### config.mk
export PLATFORM = sky130hd
export DESIGN_NAME = fft4_stream
export DESIGN_NICKNAME = d
export VERILOG_FILES = /design/src/rtl/fft4_pkg.sv /design/src/rtl/fft4_bfly.sv /design/src/rtl/fft4_stream.sv
export SDC_FILE = /design/constraint.sdc
export NUM_CORES = 1
export LEC_CHECK = 0
export ABC_AREA = 1
export CAP_MARGIN = 25
export CORE_ASPECT_RATIO = 1.5
export CORE_MARGIN = 8
export CORE_UTILIZATION = 35
export CTS_CLUSTER_SIZE = 24
export DETAILED_ROUTE_END_ITERATION = 6
export GPL_TIMING_DRIVEN = 0
export PLACE_DENSITY_LB_ADDON = 0.25
export SLEW_MARGIN = 5
export SYNTH_ARGS = -nofsm -noshare
export SYNTH_HDL_FRONTEND = slang
export SYNTH_HIERARCHICAL = 1
export SYNTH_SLANG_ARGS = --single-unit
export TNS_END_PERCENT = 100
### constraint.sdc
create_clock -name clk -period 2.88 [get_ports clk]
set_input_delay 0.432 -clock clk [delete_from_list [all_inputs] [get_ports clk]]
set_output_delay 0.432 -clock clk [all_outputs]
set_load 0.03 [all_outputs]
### src/rtl/fft4_pkg.sv
// fft4_pkg: shared types and constants for the streaming 4-point FFT.
package fft4_pkg;
   localparam int N = 4;
   typedef enum logic [1:0] {LOAD, S1, S2, UNLOAD} state_t;
   typedef enum logic [1:0] {TW_NONE, TW_NEG_J, TW_POS_J} tw_t;
endpackage

### src/rtl/fft4_bfly.sv
// fft4_bfly: complex butterfly p = a + t*b, m = a - t*b with t in {1, -j, +j}, WIDTH+1 growth.
// FFT4_SCALE_EN: every result is floor-halved and overflow is never flagged.
module fft4_bfly
   import fft4_pkg::*;
#(
   parameter int WIDTH = 8
) (
   input  logic signed [WIDTH-1:0] i_a_re,
   input  logic signed [WIDTH-1:0] i_a_im,
   input  logic signed [WIDTH-1:0] i_b_re,
   input  logic signed [WIDTH-1:0] i_b_im,
   input  tw_t                     i_tw,
   output logic signed [WIDTH-1:0] o_p_re,
   output logic signed [WIDTH-1:0] o_p_im,
   output logic signed [WIDTH-1:0] o_m_re,
   output logic signed [WIDTH-1:0] o_m_im,
   output logic                    o_ovf
);
   logic signed [WIDTH-1:0] w_xr, w_xi;
   logic signed [WIDTH:0]   w_sr, w_dr, w_si, w_di, w_pr, w_pi, w_mr, w_mi;
   logic                    w_swap_r, w_swap_i;
   // A twiddle of +/-j swaps b's components; the sign lands by swapping sum and difference.
   always_comb begin
      w_xr     = (i_tw == TW_NONE) ? i_b_re : i_b_im;
      w_xi     = (i_tw == TW_NONE) ? i_b_im : i_b_re;
      w_sr     = i_a_re + w_xr;
      w_dr     = i_a_re - w_xr;
      w_si     = i_a_im + w_xi;
      w_di     = i_a_im - w_xi;
      w_swap_r = (i_tw == TW_POS_J);
      w_swap_i = (i_tw == TW_NEG_J);
      w_pr     = w_swap_r ? w_dr : w_sr;
      w_mr     = w_swap_r ? w_sr : w_dr;
      w_pi     = w_swap_i ? w_di : w_si;
      w_mi     = w_swap_i ? w_si : w_di;
   end
`ifdef FFT4_SCALE_EN
   assign o_p_re = w_pr[WIDTH:1];
   assign o_p_im = w_pi[WIDTH:1];
   assign o_m_re = w_mr[WIDTH:1];
   assign o_m_im = w_mi[WIDTH:1];
   assign o_ovf  = 1'b0;
`else
   assign o_p_re = w_pr[WIDTH-1:0];
   assign o_p_im = w_pi[WIDTH-1:0];
   assign o_m_re = w_mr[WIDTH-1:0];
   assign o_m_im = w_mi[WIDTH-1:0];
   assign o_ovf  = (w_pr[WIDTH] ^ w_pr[WIDTH-1]) | (w_pi[WIDTH] ^ w_pi[WIDTH-1]) |
                   (w_mr[WIDTH] ^ w_mr[WIDTH-1]) | (w_mi[WIDTH] ^ w_mi[WIDTH-1]);
`endif
endmodule

### src/rtl/fft4_stream.sv
// fft4_stream: streaming 4-point radix-2 DIT forward/inverse DFT with valid/ready in and out.
// Define FFT4_SCALE_EN to halve every stage (true IDFT, ovf tied low).
module fft4_stream
   import fft4_pkg::*;
#(
   parameter int WIDTH = 8
) (
   input  logic                    clk,
   input  logic                    rst,
   input  logic                    in_valid,
   output logic                    in_ready,
   input  logic signed [WIDTH-1:0] in_real,
   input  logic signed [WIDTH-1:0] in_imag,
   input  logic                    in_inverse,
   output logic                    out_valid,
   input  logic                    out_ready,
   output logic signed [WIDTH-1:0] out_real,
   output logic signed [WIDTH-1:0] out_imag,
   output logic [1:0]              out_index,
   output logic                    out_last,
   output logic                    ovf
);
   typedef struct packed {
      logic signed [WIDTH-1:0] re;
      logic signed [WIDTH-1:0] im;
   } cplx_t;
   state_t                  r_state, w_state_nxt;
   cplx_t                   r_x [N];
   logic [1:0]              r_idx;
   logic                    r_inv, r_ovf, w_in_fire, w_out_fire;
   tw_t                     w_tw;
   logic signed [WIDTH-1:0] w_pr [N];
   logic signed [WIDTH-1:0] w_pi [N];
   logic signed [WIDTH-1:0] w_mr [N];
   logic signed [WIDTH-1:0] w_mi [N];
   logic [N-1:0]            w_bovf;
   assign in_ready   = (r_state == LOAD);
   assign out_valid  = (r_state == UNLOAD);
   assign w_in_fire  = in_valid && in_ready;
   assign w_out_fire = out_valid && out_ready;
   assign w_tw       = r_inv ? TW_POS_J : TW_NEG_J;
   // The frame buffer is reused in place: samples, then stage-1 terms, then bins.
   // Butterflies 0/1 form stage 1 and 2/3 form stage 2; all read pairs (k, k+2).
   genvar i;
   generate
      for (i = 0; i < N; i++) begin : g_bfly
         fft4_bfly #(.WIDTH(WIDTH)) u_bfly (
            .i_a_re (r_x[i % 2].re),
            .i_a_im (r_x[i % 2].im),
            .i_b_re (r_x[i % 2 + 2].re),
            .i_b_im (r_x[i % 2 + 2].im),
            .i_tw   ((i == 3) ? w_tw : TW_NONE),
            .o_p_re (w_pr[i]),
            .o_p_im (w_pi[i]),
            .o_m_re (w_mr[i]),
            .o_m_im (w_mi[i]),
            .o_ovf  (w_bovf[i])
         );
      end
   endgenerate
   always_comb begin
      w_state_nxt = (w_in_fire && r_idx == 2'd3)  ? S1     :
                    (r_state == S1)               ? S2     :
                    (r_state == S2)               ? UNLOAD :
                    (w_out_fire && r_idx == 2'd3) ? LOAD   : r_state;
   end
   always_ff @(posedge clk) begin
      if (rst) begin
         r_state <= LOAD;
         r_idx   <= '0;
         r_inv   <= 1'b0;
         r_ovf   <= 1'b0;
         for (int k = 0; k < N; k++) r_x[k] <= '0;
      end else begin
         r_state <= w_state_nxt;
         if (w_in_fire || w_out_fire) r_idx <= r_idx + 2'd1;
         if (w_in_fire) r_x[r_idx] <= {in_real, in_imag};
         if (w_in_fire && r_idx == 2'd0) r_inv <= in_inverse;
         if (r_state == S1) begin
            r_x[0] <= {w_pr[0], w_pi[0]};
            r_x[1] <= {w_mr[0], w_mi[0]};
            r_x[2] <= {w_pr[1], w_pi[1]};
            r_x[3] <= {w_mr[1], w_mi[1]};
            r_ovf  <= r_ovf | (|w_bovf[1:0]);
         end
         if (r_state == S2) begin
            r_x[0] <= {w_pr[2], w_pi[2]};
            r_x[1] <= {w_pr[3], w_pi[3]};
            r_x[2] <= {w_mr[2], w_mi[2]};
            r_x[3] <= {w_mr[3], w_mi[3]};
            r_ovf  <= r_ovf | (|w_bovf[3:2]);
         end
         if (w_out_fire && r_idx == 2'd3) r_ovf <= 1'b0;
      end
   end
   assign out_real  = out_valid ? r_x[r_idx].re : '0;
   assign out_imag  = out_valid ? r_x[r_idx].im : '0;
   assign out_index = out_valid ? r_idx : 2'd0;
   assign out_last  = out_valid && (r_idx == 2'd3);
   assign ovf       = r_ovf;
endmodule

==> results of run 1 <==
-- synth_stat cells (all sizes together) --
library cell,n
nand2,1010
inv,403
nand3,283
nor2,207
o21ai,159
ha,143
buf,91
edfxtp,64
a21oi,60
xor2,46
or2,26
o21bai,22
fa,16
clkbuf,15
nand4,12
dfxtp,8
o211ai,8
xnor2,4
conb,1
-- layer usage --
metal	global-route usage [%]	share of wire (%)	wire length [um]
met1	23.3	37	20100
met2	40.4	50	27400
met3	1.72	5.0	2710
met4	16.6	8.3	4560
met5	0	0	0
-- cell type report --
cell class / count / area, um2 / share of cell area, %
sequential: 72 / 2090 / 12.7
tap: 511 / 639 / 3.89
buffer: 106 / 643 / 3.91
multi-input combinational: 2011 / 10700 / 65.1
clock buffer: 11 / 243 / 1.48
clock inverter: 5 / 33.8 / 0.205
inverter: 403 / 1520 / 9.25
timing repair buffer: 65 / 579 / 3.52
-- flip-flops by register name, summed over array words and instances (netlist names), named ones only --
signal / cells
r_idx: 2
r_x: 64
ovf: 1
r_inv: 1
r_state: 2
-- timing repair --
action	in CTS	in global routing
cloned	0	1
resized for setup	53	108
endpoints found under the setup margin	64	50
buffers inserted	6	17
pin swaps	5	46
-- worst max-delay path by stage --
stage / end / slack [ns] / cells past startpoint
floorplan: r_x[0][14] / 0.18 / 17
detailed placement: ovf / -0.41 / 22
global placement: r_x[3][4] / -0.41 / 18
global route: r_x[2][15] / -0.06 / 18
CTS: r_x[3][4] / 0.0007 / 18
finish: out_imag[2] / 0.09 / 5
-- worst max-delay path, cell delays in order (launching register included) --
cell and delay, ns:
dfxtp_1 0.42, ha_1 0.30, inv_1 0.22, clkbuf_1 0.27
a21oi_1 0.37, clkdlybuf4s15_1 0.43
-- through the flow --
step / setup TNS, ns / setup WS (ns) / hold WS (ns)
2_1_floorplan: 0 / 0.180 / 0.500
3_3_place_gp: -9.07 / -0.413 / 0.442
3_5_place_dp: -8.94 / -0.406 / 0.446
4_1_cts: 0 / 0.000688 / 0.400
5_1_grt: -0.569 / -0.0646 / 0.411
6_report: 0 / 0.0882 / 0.397
-- power by group --
part           internal (mW)  switching (mW)  total [mW]
logic                   5.87            11.8        17.6
registers               1.72           0.952        2.67
clock network          0.606           0.469        1.07
-- kinds of logic (layout without fill, tap and decap cells) --
kind of cell | Yosys count | in the layout | share of synthesized area [%]
simple gates | 1538 | 1538 | 44.0
buf+inv | 509 | 590 | 14.7
compound gates | 249 | 249 | 9.26
fa+ha+maj | 159 | 159 | 14.6
flops | 72 | 72 | 14.4
xor+xnor | 50 | 50 | 3.03
other cells | 1 | 15 | 0.0259
==> flow_summary.json, run 1 <==
{
  "status": "complete, but fails checks",
  "violations": "design-rule violations",
  "layout_commonest_cell": "nand2_1",
  "gp_congestion": 1.01,
  "yosys_warnings": 6,
  "netlist_area_mm2": 0.0145,
  "fin_util_pct": 40.1,
  "num_rows": 91,
  "cp.required_ns": 2.45,
  "finalInstanceArea_mm2": 0.0164,
  "crit_start": "r_state[1]",
  "totalWireLength_um": 54700,
  "antenna_found_initial": 0,
  "yosysTopAreaCell": "nand2_1",
  "grt_first_pass_wirelength_um": 83000,
  "die_height_um": 265,
  "syn_to_final_growth_pct": 13.6,
  "power.density_mw_per_mm2": 1300,
  "critical_path_class": "reg -> out",
  "timing.rr.start": "r_x[2][6]",
  "yosysUniqueCellTypes": 35,
  "cp.arrival_ns": 2.36,
  "drive_above_1_share_pct": 10.5,
  "slew_viol_final": 0,
  "stdcell_count": 3184,
  "cp-start-kind": "flip-flop",
  "synth_area_leaders": "nand2_1, edfxtp_1, ha_1",
  "hold_viol_final": 0,
  "rsz0062_at_grt": "yes",
  "period_minus_slack_ns": 2.79,
  "clk_latency_ns": 0.35,
  "fin_worst_skew_ns": 0.00854,
  "cts_root_buf": "clkbuf_16",
  "cts_tree": "yes",
  "clkTransAtPathRegs_ns": 0.06,
  "grt_pass1_vias": 15300,
  "final_net_count": 2848,
  "die_area_mm2": 0.0482,
  "rrSetupSlack_ns": 0.09,
  "hold_path.startpoint": "rst",
  "worstPathMaxFanout": 10,
  "h-tree-depth": 3,
  "drt_iter0_drc": 1102,
  "hpwl_um": 45800,
  "rr_worst_depth": 14,
  "wire_per_inst_um": 17.2,
  "hold_class": "in -> reg",
  "io_buffers": 41,
  "synth_top_area_share_pct": 25.8,
  "rr_endpoint": "r_x[1][7]",
  "vias": 16200,
  "whs_path_depth": 2,
  "coreArea_mm2": 0.0410,
  "grt_overflow": 0,
  "grt_max_degree": 17,
  "fillers": 4550,
  "p_total_mw": 21.4,
  "worst_pin_slew_ns": 0.861,
  "holdPathEnd": "r_idx[1]",
  "yosysSeqAreaShare_pct": 14.4,
  "cts.sink_count": 72,
  "cts_buffer_depth": 2,
  "synth_area_per_cell_um2": 5.61,
  "p_leak_nw": 8.93,
  "fp.dieW_um": 182,
  "drcViolationCount": 7,
  "num_antenna_cells": 0,
  "synth-seq-cells": 72,
  "first_pass_iters": 7,
  "placed_cell_area_mm2": 0.0156,
  "vdd_drop_max_uv": 702,
  "syn_inst": 2578,
  "post-place-cells": 3144,
  "grtUsageTotal_pct": 22.1,
  "layout_common_cells": "nand2_1, inv_1, nand3_1, nor2_1, ha_1",
  "numCtsBuffers": 9,
  "io-pin-count": 43,
  "end_kind": "primary output",
  "initial_utilization_pct": 35.3,
  "avgViaCountPerCell": 5.09,
  "final-setup-viol-count": 0,
  "holdBufCountCts": 0,
  "relSlewSlack_pct": 42.0,
  "post-route-period-util_pct": 96.9,
  "ant_nets": 0,
  "max_freq_mhz": 358,
  "cap_violations": 0
}
(Power assumes the default switching activity.)
==> inputs of run 2 (changes only) <==
- ABC_AREA: 1 -> 0
- CELL_PAD_IN_SITES_DETAIL_PLACEMENT: not set -> 2
- CELL_PAD_IN_SITES_GLOBAL_PLACEMENT: not set -> 2
==> run 2 against run 1 <==
  * Clock skew up 0.011 ns
  * Die area shrank 15%
  * Design area is 6.3% lower
  * Highest routed layer unchanged
  * Critical endpoint is now ovf
  * Sequential cell count is the same
  * Hold slack better by 0.098 ns
  * Critical path depth increased by 9
  * Final cell count is 37% lower
  * The flow finishes with violations (negative setup slack)
  * First-iteration DRC count down 37%
  * Total power fell by 7.2%
  * Maximum frequency down 24%
  * Critical path type is now reg -> reg
==> flow_summary.json, run 2 <==
{
  "hpwl_um": 41000,
  "synth_area_per_cell_um2": 8.67,
  "final_net_count": 1763,
  "io_buffers": 42,
  "cts_buffer_depth": 2,
  "p_leak_nw": 6.67,
  "h-tree-depth": 3,
  "fp.dieW_um": 168,
  "fin_hold_ws_ns": 0.495,
  "hold_viol_final": 0,
  "layout_commonest_cell": "ha_1",
  "critical_path_class": "reg -> reg",
  "drive_above_1_share_pct": 26.1,
  "totalWireLength_um": 62300,
  "numCtsBuffers": 9,
  "p_int_mw": 8.94,
  "seqPwrFrac_pct": 11.8,
  "wire_per_inst_um": 30.9,
  "vias": 12400,
  "cts_tree": "yes",
  "end_kind": "flip-flop",
  "clkPwrFrac_pct": 6.1,
  "relSlewSlack_pct": 28.9,
  "die_area_mm2": 0.0412,
  "syn_to_final_growth_pct": 26.4,
  "p_comb_share_pct": 82.1,
  "sw_frac_of_total_pct": 54.9,
  "drcViolationCount": 0,
  "cap_violations": 0,
  "synth_compound_area_share_pct": 18.8,
  "synth_top_area_share_pct": 15.8,
  "worst_pin_slew_ns": 1.07,
  "crit_start": "r_inv",
  "yosys_warnings": 6,
  "syn_inst": 1406,
  "reg_top3": "r_x (64), r_idx (2), r_state (2)",
  "cts.sink_count": 72,
  "preCtsSetupSlack_ns": -1.01,
  "largest_reg_flops": 64,
  "violations": "negative setup slack",
  "stdcell_count": 2017,
  "antenna_found_initial": 1,
  "num_rows": 83,
  "synth_area_leaders": "edfxtp_1, ha_1, mux2i_1",
  "critPathCapture": "ovf",
  "post-place-cells": 1902,
  "regMostFlops": "r_x",
  "post-route-period-util_pct": 128,
  "timing.rr.start": "r_inv",
  "die_height_um": 245,
  "grt_max_degree": 17,
  "coreArea_mm2": 0.0343,
  "final-setup-viol-count": 55,
  "gp_congestion": 0.935,
  "fillers": 3654,
  "worstPathMaxFanout": 5,
  "rr_endpoint": "ovf",
  "cp.arrival_ns": 3.93,
  "synth_commonest_cells": "ha_1, inv_1, nor2_1, mux2i_1, a21oi_1",
  "rr_worst_depth": 14,
  "synthMuxAreaShare_pct": 18.3,
  "clk_latency_ns": 0.38,
  "initial_utilization_pct": 35.6,
  "synth-seq-cells": 72,
  "cp-start-kind": "flip-flop",
  "period_minus_slack_ns": 3.69,
  "rrSetupSlack_ns": -0.81,
  "hold_class": "reg -> reg",
  "clkTransAtPathRegs_ns": 0.07,
  "async_flop_share_pct": 0,
  "yosysTopAreaCell": "edfxtp_1",
  "ant_nets": 0,
  "switching_power_mw": 10.9,
  "yosysMostFrequentCell": "ha_1",
  "avgViaCountPerCell": 6.16,
  "finalInstanceArea_mm2": 0.0154,
  "ys.flop_type": "edfxtp_1",
  "synth_adder_area_share_pct": 17.3,
  "holdBufCountCts": 0,
  "final.setup.worst_slack_ns": -0.808,
  "status": "complete, but fails checks",
  "grtUsageTotal_pct": 26.8,
  "cp.required_ns": 3.12,
  "placed_cell_area_mm2": 0.0134,
  "fin_worst_skew_ns": 0.0195,
  "slew_viol_final": 0,
  "power.density_mw_per_mm2": 1290,
  "vdd_drop_max_uv": 365,
  "io-pin-count": 43,
  "synth_edf_count": 64,
  "drt_iter0_drc": 693,
  "grt_pass1_vias": 13400,
  "p_total_mw": 19.8,
  "max_freq_mhz": 271,
  "rsz0062_at_grt": "yes",
  "grt_overflow": 0,
  "synth_xor_area_share_pct": 7.11,
  "cts_root_buf": "clkbuf_16",
  "synth_top_family_by_area": "compound AO/OA/AOI/OAI gates",
  "yosys.area_share.simple_pct": 13.3,
  "netlist_area_mm2": 0.0122,
  "layout_common_cells": "ha_1, inv_1, buf_4, nor2_1, mux2i_1",
  "grt_first_pass_wirelength_um": 83800,
  "yosysUniqueCellTypes": 83,
  "fin_setup_tns_ns": -22.38,
  "first_pass_iters": 5,
  "fin_util_pct": 45.0,
  "yosysSeqAreaShare_pct": 17.1
}
[run 2: power by group through the flow]
stage / registers [mW] / logic (mW) / clock network (mW)
after floorplan: 2.00 / 8.70 / 0
after global placement: 2.42 / 11.5 / 0
after detailed placement: 2.46 / 12.0 / 0
after CTS: 2.27 / 13.8 / 1.15
after global routing: 2.35 / 17.1 / 1.22
final: 2.34 / 16.3 / 1.22
[run 2: worst min path at each step]
| stage | from | end | slack (ns) | cells after the start |
|---|---|---|---|---|
| after CTS | ovf | ovf | 0.49 | 2 |
| final | ovf | ovf | 0.49 | 2 |
| after floorplan | r_state[0] | r_state[0] | 0.53 | 2 |
| after global routing | ovf | ovf | 0.53 | 2 |
| after detailed placement | ovf | ovf | 0.49 | 2 |
| after global placement | ovf | ovf | 0.47 | 2 |
[run 2: logic make-up (layout without fill, tap and decap cells)]
family / after synthesis / after routing
compound gates: 327 / 327
xor+xnor: 99 / 99
fa+ha+maj: 159 / 159
buf+inv: 214 / 367
flops: 72 / 72
mux: 194 / 194
other cells: 1 / 34
simple gates: 340 / 340
[run 2: timing repair]
| action | CTS | global route |
|---|---|---|
| resized for setup | 109 | 98 |
| cloned | 1 | 0 |
| pin swaps | 45 | 55 |
| endpoints found under the setup margin | 65 | 86 |
| buffers inserted | 69 | 33 |
| endpoints found under the hold margin | 0 | 0 |
[run 2: area by class of cell]
type | instances | area [um2] | share of cell area (%)
clock buffer | 13 | 272 | 1.76
antenna | 4 | 10.0 | 0.0650
timing repair buffer | 141 | 1230 | 7.97
buffer | 79 | 500 | 3.25
clock inverter | 3 | 15.0 | 0.0974
sequential | 72 | 2090 | 13.5
multi-input combinational | 1149 | 10300 | 66.6
tap | 425 | 532 | 3.45
inverter | 131 | 505 | 3.28
[run 2: routing by layer]
metal  share of wire, %  wire, um  track usage (%)  vias to the layer above
met4                8.0      4990             19.0                        0
met1                 36     22500             27.5                     6367
met3                4.7      2960             3.15                      219
li1                   -         -                -                     5343
met5                  0         0                0                        -
met2                 51     31900             49.8                      490
[run 2: critical path: stages (launching register included)]
cell and delay (ns):
dfxtp_4 0.43, inv_4 0.06, nor2_4 0.14, buf_12 0.13
clkbuf_16 0.14, mux2_4 0.32, ha_4 0.30, inv_2 0.09
a221o_1 0.40, o21bai_4 0.22, a221oi_4 0.31, xor2_2 0.41
nand4_1 0.26, o211ai_1 0.23, a311oi_1 0.11
